File: src/rtl/user_input_pkg.sv
// Shared constants and width helper for the user input conditioner.
package user_input_pkg;

    localparam int DEF_TICK_CYCLES  = 50000;
    localparam int DEF_STABLE_TICKS = 10;

    // Width of a counter that must hold values 0..stable_ticks.
    function automatic int CNT_W(input int stable_ticks);
        return $clog2(stable_ticks + 1);
    endfunction

endpackage

File: src/rtl/input_debounce_bit.sv
// One pin: 2-FF synchroniser, tick-based stability counter, debounced level
// and registered rise/fall pulses.
module input_debounce_bit
    import user_input_pkg::*;
#(
    parameter int   STABLE_TICKS = DEF_STABLE_TICKS,
    parameter logic RESET_LEVEL  = 1'b0
) (
    input  logic clk,
    input  logic rst_n,
    input  logic pin,
    input  logic tick,
    input  logic run,
    output logic db,
    output logic rise,
    output logic fall
);

    localparam int CW = CNT_W(STABLE_TICKS);

    logic          sync_a;
    logic          sync_b;
    logic [CW-1:0] cnt;

    always_ff @(posedge clk or negedge rst_n) begin
        if (!rst_n) begin
            sync_a <= RESET_LEVEL;
            sync_b <= RESET_LEVEL;
        end else begin
            sync_a <= pin;
            sync_b <= sync_a;
        end
    end

    // During start-up db simply follows the synchronised pin on each tick
    // and no pulses are produced; afterwards a change must persist.
    always_ff @(posedge clk or negedge rst_n) begin
        if (!rst_n) begin
            db   <= RESET_LEVEL;
            cnt  <= '0;
            rise <= 1'b0;
            fall <= 1'b0;
        end else begin
            rise <= 1'b0;
            fall <= 1'b0;
            if (!run) begin
                cnt <= '0;
                if (tick) begin
                    db <= sync_b;
                end
            end else if (sync_b == db) begin
                cnt <= '0;
            end else if (tick) begin
                if (cnt == CW'(STABLE_TICKS - 1)) begin
                    db   <= sync_b;
                    cnt  <= '0;
                    rise <= sync_b;
                    fall <= ~sync_b;
                end else begin
                    cnt <= cnt + 1'b1;
                end
            end
        end
    end

endmodule

File: src/rtl/user_input_conditioner.sv
// Debounces board keys and switches for the HPS conduits; shared prescaler,
// start-up settling window and edge pulses for local fabric logic.
module user_input_conditioner
    import user_input_pkg::*;
#(
    parameter int N_KEYS       = 4,
    parameter int N_SW         = 4,
    parameter int TICK_CYCLES  = DEF_TICK_CYCLES,
    parameter int STABLE_TICKS = DEF_STABLE_TICKS
) (
    input  logic              clk_clk,
    input  logic              reset_reset_n,
    input  logic [N_KEYS-1:0] key_pin,
    input  logic [N_SW-1:0]   sw_pin,
    output logic [N_KEYS-1:0] keys_db,
    output logic [N_SW-1:0]   sw_db,
    output logic [N_KEYS-1:0] key_press,
    output logic [N_KEYS-1:0] key_release,
    output logic [N_SW-1:0]   sw_change,
    output logic              inputs_valid
);

    localparam int PW = $clog2(TICK_CYCLES);
    localparam int CW = CNT_W(STABLE_TICKS);

    logic [PW-1:0] pre_cnt;
    logic          tick;
    logic [CW-1:0] start_cnt;
    logic [N_SW-1:0] sw_rise;
    logic [N_SW-1:0] sw_fall;

    assign tick = (pre_cnt == PW'(TICK_CYCLES - 1));

    always_ff @(posedge clk_clk or negedge reset_reset_n) begin
        if (!reset_reset_n) begin
            pre_cnt <= '0;
        end else if (tick) begin
            pre_cnt <= '0;
        end else begin
            pre_cnt <= pre_cnt + 1'b1;
        end
    end

    // inputs_valid rises on the cycle after the STABLE_TICKS-th tick and then latches.
    always_ff @(posedge clk_clk or negedge reset_reset_n) begin
        if (!reset_reset_n) begin
            start_cnt    <= '0;
            inputs_valid <= 1'b0;
        end else if (!inputs_valid && tick) begin
            if (start_cnt == CW'(STABLE_TICKS - 1)) begin
                inputs_valid <= 1'b1;
                start_cnt    <= '0;
            end else begin
                start_cnt <= start_cnt + 1'b1;
            end
        end
    end

    genvar gi;
    generate
        for (gi = 0; gi < N_KEYS; gi++) begin : g_key
            input_debounce_bit #(
                .STABLE_TICKS(STABLE_TICKS),
                .RESET_LEVEL (1'b1)
            ) u_key (
                .clk  (clk_clk),
                .rst_n(reset_reset_n),
                .pin  (key_pin[gi]),
                .tick (tick),
                .run  (inputs_valid),
                .db   (keys_db[gi]),
                .rise (key_release[gi]),
                .fall (key_press[gi])
            );
        end
        for (gi = 0; gi < N_SW; gi++) begin : g_sw
            input_debounce_bit #(
                .STABLE_TICKS(STABLE_TICKS),
                .RESET_LEVEL (1'b0)
            ) u_sw (
                .clk  (clk_clk),
                .rst_n(reset_reset_n),
                .pin  (sw_pin[gi]),
                .tick (tick),
                .run  (inputs_valid),
                .db   (sw_db[gi]),
                .rise (sw_rise[gi]),
                .fall (sw_fall[gi])
            );
        end
    endgenerate

    assign sw_change = sw_rise | sw_fall;

endmodule

File: config.mk
export PLATFORM = sky130hd
export DESIGN_NAME = user_input_conditioner
export DESIGN_NICKNAME = d
export VERILOG_FILES = /design/src/rtl/user_input_pkg.sv /design/src/rtl/input_debounce_bit.sv /design/src/rtl/user_input_conditioner.sv
export SDC_FILE = /design/constraint.sdc
export NUM_CORES = 1
export LEC_CHECK = 0
export ABC_AREA = 1
export BUFFER_PORTS_ARGS = -buffer_cell sky130_fd_sc_hd__buf_4
export CAP_MARGIN = 0
export CORE_MARGIN = 4
export CORE_UTILIZATION = 47
export DETAILED_ROUTE_END_ITERATION = 8
export PLACE_DENSITY = 0.67
export SETUP_SLACK_MARGIN = 0.3
export SYNTH_ARGS = -nofsm -noshare
export SYNTH_HDL_FRONTEND = slang
export SYNTH_SLANG_ARGS = --single-unit
File: constraint.sdc
create_clock -name clk_clk -period 2.5 [get_ports clk_clk]
set_input_delay 0 -clock clk_clk [delete_from_list [all_inputs] [get_ports clk_clk]]
set_output_delay 0 -clock clk_clk [all_outputs]
set_load 0.005 [all_outputs]
==> impl_metrics.ini <==
[outcome]
status = finished clean

[worst_setup_path]
cp_max_fo = 7
cp.required_ps = 2780
endpoint_kind = register
crit_path_end = g_sw[2].u_sw.fall$_DFF_PN0_
r2r_cells = 8
setup.worst_path.start_class = register
rrSetupSlack_ps = 610
r2r_start = pre_cnt[0]$_DFF_PN0_
r2r_end = g_sw[2].u_sw.fall$_DFF_PN0_
critPathKind = register to register
crit_path_start = pre_cnt[0]$_DFF_PN0_
arrival_ps = 2170

[die]
dieArea_um2 = 12100
initial_core_util_pct = 48.0
io_pins = 31
dieHeight_um = 110
die_w_um = 110
row_count = 37
core_area_um2 = 10200

[global_routing]
grt_max_degree = 48
met2_usage_pct = 29.1
track_usage_pct = 16.9
antenna_found_initial = 0
use_met3_pct = 3.90
grt_pass1_vias = 3636
grtUsageMet1_pct = 20.9
top_usage_layer = met2
grt_pass1_wl_mm = 16.1
grt_overflow = 0

[clocking]
cts.sinks = 93
cts.clk_slew.worst_paths_ps = 100
tritoncts = built
clk_path_buf_depth = 2
clk_latency_ps = 370
ctsHtreeMaxLevel = 3
ctsResizeCount = 0
clockRootBuffer = clkbuf_8
numCtsBuffers = 9

[route]
drc_errors = 0
drt_iter0_drc = 154
wl_mm = 9.09
drtPass1Iterations = 4
wl_per_cell_um = 12.1
ant_nets = 0
routed-via-count = 3630
routed_via_density = 4.85

[synth]
ys_types = 32
netlist_top_cells_area = dfrtp_1 (41%), nand2_1 (8.9%), dfstp_2 (6.4%)
synth_most_common_cell = nand2_1
yosys_warnings = 0
synth_enable_flop_cells = 0
synth-seq-cells = 93
yosysTopAreaCell = dfrtp_1
synth.top_cells.by_count = nand2_1 (117), inv_1 (83), dfrtp_1 (81), nor2_1 (56), nand3_1 (54)
syn_inst = 579
syn_area_um2 = 4910
synth-async-reset-ratio_pct = 100
yosys_most_used_dff = dfrtp_1
synth_nets = 606
synth_top_area_share_pct = 41.3
synth_area_per_cell_um2 = 8.48
ys_seq_area_share_pct = 47.7

[final_layout]
instances_no_fill = 749
fin_util_pct = 53.8
n_fill_cell = 932
final_area_um2 = 5510
antenna_cells = 0
synthToLayoutAreaGrowth_pct = 12.2
drive_gt1_share_pct = 17.1
nNetsFinal = 635

[power_and_ir_drop]
p_leak_uw = 0.00277
clkPwrFrac_pct = 43.8
switching_share_pct = 21.0
vdd_drop_max_mv = 0.292
power_switching_uw = 597
p_per_area_nw_per_um2 = 517
seq_power_share_pct = 53.8
combPwrFrac_pct = 2.5
p_int_uw = 2250

[run]
drv_cap = 0

[timing]
hold_viol = 0
slew_viol_final = 0
fin_skew_ps = 13.4
period_share_pct = 75.7
setup_viol = 0
worst_pin_slew_ps = 603
min_period_ps = 1890
rsz0062_at_grt = false
fmax_mhz = 528
relSlewSlack_pct = 59.8
tns_ps = 0

[min_path]
hp-class = primary input to asynchronous set/reset pin

[placed_design]
routabilityCongestion = 0.915
place_hpwl_mm = 6.50
postPlaceCellArea_um2 = 5160
dp_cells = 724
numPortBuffers = 30
## state kept, by name, summed over array words and instances (netlist names)
signal / flops
inputs_valid: 1
g_sw.u_sw.db: 4
g_key.u_key.sync_a: 4
start_cnt: 4
pre_cnt: 16
g_key.u_key.cnt: 16
g_key.u_key.rise: 4
g_sw.u_sw.sync_b: 4
g_sw.u_sw.rise: 4
g_sw.u_sw.fall: 4
g_key.u_key.db: 4
g_key.u_key.sync_b: 4
g_sw.u_sw.cnt: 16
g_sw.u_sw.sync_a: 4
g_key.u_key.fall: 4
## layout make-up
| type | instances | area (um2) | share of cell area (%) |
|---|---|---|---|
| sequential | 93 | 2340 | 42.5 |
| multi-input combinational | 374 | 2060 | 37.4 |
| timing repair buffer | 42 | 350 | 6.36 |
| inverter | 88 | 330 | 6.00 |
| tap | 136 | 170 | 3.09 |
| clock buffer | 10 | 138 | 2.50 |
| clock inverter | 6 | 118 | 2.14 |
## timing repair
item | in CTS | in global routing
setup buffers | 0 | 0
hold buffers | 9 | 0
endpoints found under the setup margin | 0 | 0
endpoints found under the hold margin | 47 | 0
## worst max-delay path, cell delays in order (launching register included)
cell      delay [ps]
dfrtp_1          370
ha_1             210
nand2_2           90
nor2_4           140
nand3b_1         100
nor2_2           370
buf_4            270
nand3_1          100
nor3_1           180
## power groups by stage
stage | clock network (uW) | logic [uW] | registers (uW)
after floorplan | 0 | 13.7 | 1560
after global placement | 0 | 60.8 | 1560
after detailed placement | 0 | 62.5 | 1560
after CTS | 1280 | 73.8 | 1530
after global routing | 1340 | 82.2 | 1530
final | 1250 | 70.3 | 1530
## worst min-delay path by stage
stage	start	end	cells past startpoint
floorplan	reset_reset_n	g_key[0].u_key.cnt[0]$_DFFE_PN0P_	0
global placement	reset_reset_n	g_key[3].u_key.fall$_DFF_PN0_	1
detailed placement	reset_reset_n	g_sw[3].u_sw.sync_b$_DFF_PN0_	1
CTS	reset_reset_n	g_sw[1].u_sw.cnt[0]$_DFFE_PN0P_	2
global route	reset_reset_n	g_sw[1].u_sw.cnt[1]$_DFFE_PN0P_	2
finish	reset_reset_n	g_sw[1].u_sw.cnt[0]$_DFFE_PN0P_	2
## through the flow
step	hold WS (ps)	worst slack [ps]	total power, uW
after floorplan	-296	1010	1570
after global placement	54.2	647	1620
after detailed placement	60.5	552	1620
after CTS	199	542	2880
after global routing	238	409	2960
final	188	607	2850
## cells in the final DEF (no fill, tap or decap), drive strengths merged
cell type / count
nor2: 72
nand3b: 1
nand3: 60
nor3: 17
clkbuf: 10
dfstp: 12
clkinvlp: 1
dfrtp: 81
a21oi: 2
o2111ai: 2
nand4: 10
o21bai: 1
bufinv: 3
o21ai: 30
ha: 17
inv: 90
o211ai: 6
dlygate4sd3: 9
nand2: 125
or2: 9
buf: 33
xor2: 19
xnor2: 3
## kinds of logic after synthesis
| kind of cell | Yosys count | synth area share, % |
|---|---|---|
| simple gates | 294 | 29.0 |
| buf+inv | 112 | 10.3 |
| flops | 93 | 47.7 |
| compound gates | 41 | 4.69 |
| xor+xnor | 22 | 3.93 |
| fa+ha+maj | 17 | 4.33 |
## metal layers
layer | vias to the layer above | wire, um
met5 | - | 0
met4 | 0 | 133
met3 | 12 | 256
met2 | 40 | 4580
met1 | 1716 | 4120
li1 | 1862 | -
Power figures use the tool's default switching activity.
